<file path="src/rtl/dmem_arbiter_if.sv">
// Requester-side bus of the data-memory arbiter: two request ports packed
// side by side, plus the shared response channel.
interface dmem_arbiter_if #(
    parameter int unsigned ADDR_W = 32,
    parameter int unsigned DATA_W = 32
);
    logic [1:0]          req_valid;
    logic [1:0]          req_ready;
    logic [1:0]          req_write;
    logic [2*ADDR_W-1:0] req_addr;
    logic [2*DATA_W-1:0] req_wdata;
    logic [1:0]          resp_valid;
    logic                resp_err;
    logic [DATA_W-1:0]   resp_rdata;

    // Requesters (core / loader) drive requests and sink responses.
    modport master (
        output req_valid, req_write, req_addr, req_wdata,
        input  req_ready, resp_valid, resp_err, resp_rdata
    );

    // The arbiter grants requests and produces responses.
    modport slave (
        input  req_valid, req_write, req_addr, req_wdata,
        output req_ready, resp_valid, resp_err, resp_rdata
    );
endinterface

</file>
<file path="src/rtl/dmem_arbiter.sv">
// Round-robin arbiter sharing one data memory between the core load/store
// path (port 0) and the debug/program loader (port 1). One access per cycle,
// misaligned word accesses are answered locally with an error pulse, and load
// data is routed back to the issuing port one cycle after the access.
module dmem_arbiter #(
    parameter int unsigned ADDR_W    = 32,
    parameter int unsigned DATA_W    = 32,
    parameter bit          PRIO_INIT = 1'b0
) (
    input  logic              clk,
    input  logic              reset,
    dmem_arbiter_if.slave     bus,
    output logic              mem_read,
    output logic              mem_write,
    output logic [ADDR_W-1:0] mem_addr,
    output logic [DATA_W-1:0] mem_wdata,
    input  logic [DATA_W-1:0] mem_rdata
);

    logic              last_q, last_d;
    logic              tag_valid_q, tag_valid_d;
    logic              tag_port_q, tag_port_d;
    logic              tag_err_q, tag_err_d;

    logic              accept;
    logic              grant;
    logic              sel_write;
    logic [ADDR_W-1:0] sel_addr;
    logic [DATA_W-1:0] sel_wdata;
    logic              aligned;

    // Grant selection, memory issue and next-state for pointer and read tag.
    always_comb begin
        accept = 1'b0;
        grant  = 1'b0;
        if (reset) begin
            case (bus.req_valid)
                2'b01:   begin accept = 1'b1; grant = 1'b0;    end
                2'b10:   begin accept = 1'b1; grant = 1'b1;    end
                2'b11:   begin accept = 1'b1; grant = ~last_q; end
                default: begin accept = 1'b0; grant = 1'b0;    end
            endcase
        end

        sel_write = grant ? bus.req_write[1] : bus.req_write[0];
        sel_addr  = grant ? bus.req_addr[ADDR_W +: ADDR_W] : bus.req_addr[0 +: ADDR_W];
        sel_wdata = grant ? bus.req_wdata[DATA_W +: DATA_W] : bus.req_wdata[0 +: DATA_W];
        aligned   = (sel_addr[1:0] == 2'b00);

        bus.req_ready = '0;
        if (accept) begin
            bus.req_ready[grant] = 1'b1;
        end

        mem_read  = accept & aligned & ~sel_write;
        mem_write = accept & aligned & sel_write;
        mem_addr  = (accept && aligned) ? sel_addr : '0;
        mem_wdata = (accept && aligned && sel_write) ? sel_wdata : '0;

        last_d      = accept ? grant : last_q;
        tag_valid_d = accept & (~sel_write | ~aligned);
        tag_port_d  = grant;
        tag_err_d   = ~aligned;
    end

    // Responses are gated by reset so an in-flight load is dropped in the reset cycle itself.
    always_comb begin
        bus.resp_valid = '0;
        if (reset && tag_valid_q) begin
            bus.resp_valid[tag_port_q] = 1'b1;
        end
        bus.resp_err   = reset & tag_valid_q & tag_err_q;
        bus.resp_rdata = (reset && tag_valid_q && !tag_err_q) ? mem_rdata : '0;
    end

    // Last-grant pointer and one-entry response tag.
    always_ff @(posedge clk) begin
        if (!reset) begin
            last_q      <= ~PRIO_INIT;
            tag_valid_q <= 1'b0;
            tag_port_q  <= 1'b0;
            tag_err_q   <= 1'b0;
        end else begin
            last_q      <= last_d;
            tag_valid_q <= tag_valid_d;
            tag_port_q  <= tag_port_d;
            tag_err_q   <= tag_err_d;
        end
    end

endmodule

</file>
<file path="src/flat_wrapper.sv">
// flat-port wrapper written by rule: the top's interface ports become plain ports
module dmem_arbiter_flat 
#(
    parameter int unsigned ADDR_W    = 32,
    parameter int unsigned DATA_W    = 32,
    parameter bit          PRIO_INIT = 1'b0
)
  (clk, reset, mem_read, mem_write, mem_addr, mem_wdata, mem_rdata, bus_req_valid, bus_req_write, bus_req_addr, bus_req_wdata, bus_req_ready, bus_resp_valid, bus_resp_err, bus_resp_rdata);
  dmem_arbiter_if #(.ADDR_W(ADDR_W), .DATA_W(DATA_W)) bus_i ();
  input  logic clk;
  input  logic reset;
  output logic mem_read;
  output logic mem_write;
  output logic [ADDR_W-1:0] mem_addr;
  output logic [DATA_W-1:0] mem_wdata;
  input  logic [DATA_W-1:0] mem_rdata;
  input wire logic [$bits(bus_i.req_valid)-1:0] bus_req_valid;
  input wire logic [$bits(bus_i.req_write)-1:0] bus_req_write;
  input wire logic [$bits(bus_i.req_addr)-1:0] bus_req_addr;
  input wire logic [$bits(bus_i.req_wdata)-1:0] bus_req_wdata;
  output wire logic [$bits(bus_i.req_ready)-1:0] bus_req_ready;
  output wire logic [$bits(bus_i.resp_valid)-1:0] bus_resp_valid;
  output wire logic [$bits(bus_i.resp_err)-1:0] bus_resp_err;
  output wire logic [$bits(bus_i.resp_rdata)-1:0] bus_resp_rdata;
  assign bus_i.req_valid = bus_req_valid;
  assign bus_i.req_write = bus_req_write;
  assign bus_i.req_addr = bus_req_addr;
  assign bus_i.req_wdata = bus_req_wdata;
  assign bus_req_ready = bus_i.req_ready;
  assign bus_resp_valid = bus_i.resp_valid;
  assign bus_resp_err = bus_i.resp_err;
  assign bus_resp_rdata = bus_i.resp_rdata;
  dmem_arbiter #(.ADDR_W(ADDR_W), .DATA_W(DATA_W), .PRIO_INIT(PRIO_INIT)) u_core (.clk(clk), .reset(reset), .bus(bus_i), .mem_read(mem_read), .mem_write(mem_write), .mem_addr(mem_addr), .mem_wdata(mem_wdata), .mem_rdata(mem_rdata));
endmodule
</file>
<file path="config.mk">
export PLATFORM = sky130hd
export DESIGN_NAME = dmem_arbiter_flat
export DESIGN_NICKNAME = d
export VERILOG_FILES = /design/src/rtl/dmem_arbiter_if.sv /design/src/rtl/dmem_arbiter.sv /design/src/flat_wrapper.sv
export SDC_FILE = /design/constraint.sdc
export NUM_CORES = 1
export LEC_CHECK = 0
export CAP_MARGIN = 40
export CORE_AREA = 8 8 99 101
export DETAILED_ROUTE_END_ITERATION = 8
export DIE_AREA = 0 0 107 109
export PLACE_DENSITY = 0.79
export SYNTH_ARGS = -nofsm -noshare
export SYNTH_HDL_FRONTEND = slang
export SYNTH_SLANG_ARGS = --single-unit
</file>
<file path="constraint.sdc">
create_clock -name clk -period 3 [get_ports clk]
set_input_delay 0.75 -clock clk [delete_from_list [all_inputs] [get_ports clk]]
set_output_delay 0.75 -clock clk [all_outputs]
set_load 0.01 [all_outputs]
</file>
==> results.ini, run 1 <==
[run_status]
status = complete, no violations

[worst_setup_path]
crit_fanout = 8
path_class = in2out
end_kind = output pin
cp.arrival_ns = 2.19
cp.required_ns = 2.25
cp-start-kind = input port

[route]
wire_per_inst_um = 21.0
vias = 3635
post-route-drc-count = 0
postRouteAntennaNets = 0
via_per_inst = 5.47
drt-total-wl_um = 13900
drtIter0Drc = 244
drt_pass1_iterations = 5

[timing]
min_period_over_period = 0.980
hold_viol = 0
setup_viol = 0
max_freq_ghz = 0.340
worst_clock_skew_ns = 0.00222
period_minus_slack_ns = 2.94
maxSlewViolCount = 0
fin_hold_ws_ns = 0.558

[final_layout]
layout-drive-gt1-share = 0.149
fillCellCount = 757
area_growth_pct = 160
fin_nets = 725
antenna_cells = 0
stdcell_area_um2 = 4940

[clocking]
cts-root-buf = clkbuf_8
cts_buffer_depth = 2
clk_pin_slew_ns = 0.03
h-tree-depth = 1
tritoncts = done
cts_hold_buffers = 0
numCtsBuffers = 3
clk_latency_ns = 0.22
clock-sinks = 4

[yosys]
synthCells = 305
synth_compound_gate_area_share = 0.429
synthSimpleGateAreaFrac = 0.374
synth-xor-area-share = 0
avgSynthCellArea_um2 = 6.24
synth_cell_type_count = 21
syn_area_um2 = 1900
seq_area_frac_synth = 0.0421
synthMuxAreaShare = 0
synth_seq_cells = 4
synth_top_family_by_area = compound AO/OA/AOI/OAI gates
yosys.area_share.adder = 0
ys_warn_count = 0

[floorplanning]
die_h_um = 109
fp.dieArea_um2 = 11700
initial_core_util = 0.227
coreArea_um2 = 8380
io-pin-count = 269
fp.dieW_um = 107
rows = 34

[grt]
grt_overflow = 0
grt_pass1_wl_um = 20600
antenna_found_initial = 0
grt_max_degree = 36
grt_pass1_vias = 3688
grt_usage = 0.218

[place]
gp_congestion = 0.839
io_buffer_count = 266
dpl.hpwl_um = 10100
place_area_um2 = 4800

[hold_path]
hold_path_class = reg2reg

[pwr]
cellLeakagePower_nw = 2.21
fin_total_pwr_uw = 750
powerDensity_nw_per_um2 = 152
peakVddDrop_v = 0.0000919

[job]
cap_viol_max_count = 0

[layer usage]
layer / wire length (um) / up-vias / track usage
li1: - / 1709 / -
met1: 5390 / 1691 / 0.252
met2: 7110 / 218 / 0.388
met3: 1270 / 17 / 0.0561
met4: 172 / 0 / 0.0583
met5: 0 / - / 0
[synthesized netlist by cell type]
| library cell | instances | area (um2) |
|---|---|---|
| a21oi_1 | 64 | 320 |
| nand4_1 | 62 | 388 |
| o211ai_1 | 62 | 465 |
| and2_1 | 34 | 213 |
| buf_2 | 25 | 125 |
| clkbuf_1 | 14 | 52.6 |
| buf_4 | 8 | 60.1 |
| nor2_1 | 8 | 30.0 |
| buf_6 | 4 | 45.0 |
| dfxtp_1 | 4 | 80.1 |
| o21ai_0 | 4 | 20.0 |
| nand2_1 | 3 | 11.3 |
| and3_1 | 2 | 12.5 |
| buf_1 | 2 | 7.51 |
| nand3_1 | 2 | 10.0 |
| nor3b_2 | 2 | 25.0 |
| and3b_1 | 1 | 8.76 |
| conb_1 | 1 | 3.75 |
| nand4b_1 | 1 | 8.76 |
| nor3_1 | 1 | 5.00 |
| o311a_1 | 1 | 10.0 |
[critical path: stages]
cell             delay, ns
clkdlybuf4s50_1       0.48
nor3b_4               0.26
buf_6                 0.15
clkbuf_16             0.14
nand4_1               0.11
a21oi_1               0.14
buf_2                 0.15
[state kept, by name, indices dropped and copies added, names as in the netlist]
| register | flops |
|---|---|
| u_core.last_q | 1 |
| u_core.tag_err_q | 1 |
| u_core.tag_port_q | 1 |
| u_core.tag_valid_q | 1 |
[layout by cell type (no fill, tap or decap), types with 2 or more instances in the layout]
| cell type | count |
|---|---|
| clkdlybuf4s50_1 | 173 |
| a21oi_1 | 63 |
| nand4_1 | 62 |
| o211ai_1 | 62 |
| dlygate4sd2_1 | 39 |
| and2_1 | 32 |
| buf_2 | 27 |
| dlymetal6s2s_1 | 21 |
| buf_12 | 14 |
| buf_4 | 10 |
| clkbuf_2 | 6 |
| buf_6 | 5 |
| nor2_2 | 4 |
| nor2_1 | 4 |
| dfxtp_1 | 4 |
| o21ai_0 | 3 |
| clkbuf_8 | 3 |
| bufbuf_16 | 3 |
| nand2_4 | 2 |
| nor3b_4 | 2 |
| nand3_1 | 2 |
| and3_1 | 2 |
| conb_1 | 2 |
| buf_16 | 2 |
[report_power, final]
| group | switching, mW | internal [mW] | leakage [nW] |
|---|---|---|---|
| combinational | 0.231 | 0.342 | 2.16 |
| sequential | 0.00277 | 0.0574 | 0.0334 |
| clock | 0.0303 | 0.0857 | 0.0216 |
[through the flow]
stage	setup WS [ns]	cells	setup TNS, ns	utilization
6_report	0.0602	665	0	0.589
5_1_grt	-0.00237	665	-0.00821	0.589
4_1_cts	0.00104	662	0	0.581
3_5_place_dp	-0.414	650	-32.10	0.572
3_3_place_gp	-0.366	650	-28.77	0.572
2_1_floorplan	0.624	306	0	-
[what timing repair did]
| action | in CTS | in global routing |
|---|---|---|
| resized for setup | 167 | 31 |
| endpoints found under the setup margin | 98 | 76 |
| pin swaps | 1 | 11 |
| gates cloned | 5 | 2 |
| setup buffers | 4 | 1 |
[logic make-up (layout without fill, tap and decap cells)]
family	after synthesis	after routing
flops	4	4
simple gates	116	116
compound gates	131	131
buf+inv	53	304
other cells	1	2
[worst paths after layout]
path / slack (ns) / end / start / cells after the start
setup / recovery: 0.06 / mem_wdata[13] / bus_req_write[1] / 7
hold / removal: 0.56 / u_core.last_q / u_core.last_q / 2
setup reg to reg: 1.66 / u_core.tag_err_q / u_core.last_q / 5
hold reg to reg: 0.56 / u_core.last_q / u_core.last_q / 2
[layout make-up]
type	instances	area (um2)	area share
timing repair buffer	301	3090	0.626
tap	108	135	0.0274
sequential	4	80.1	0.0162
clock buffer	3	41.3	0.00836
multi-input combinational	249	1590	0.322
No activity file was read; power rests on OpenSTA's default activity.
==> run 2: changes to the inputs <==
CTS_CLUSTER_SIZE = 25   (was default)
==> results of run 2 <==
Same layout as run 1: the final DEF is identical, and so are final timing and power.
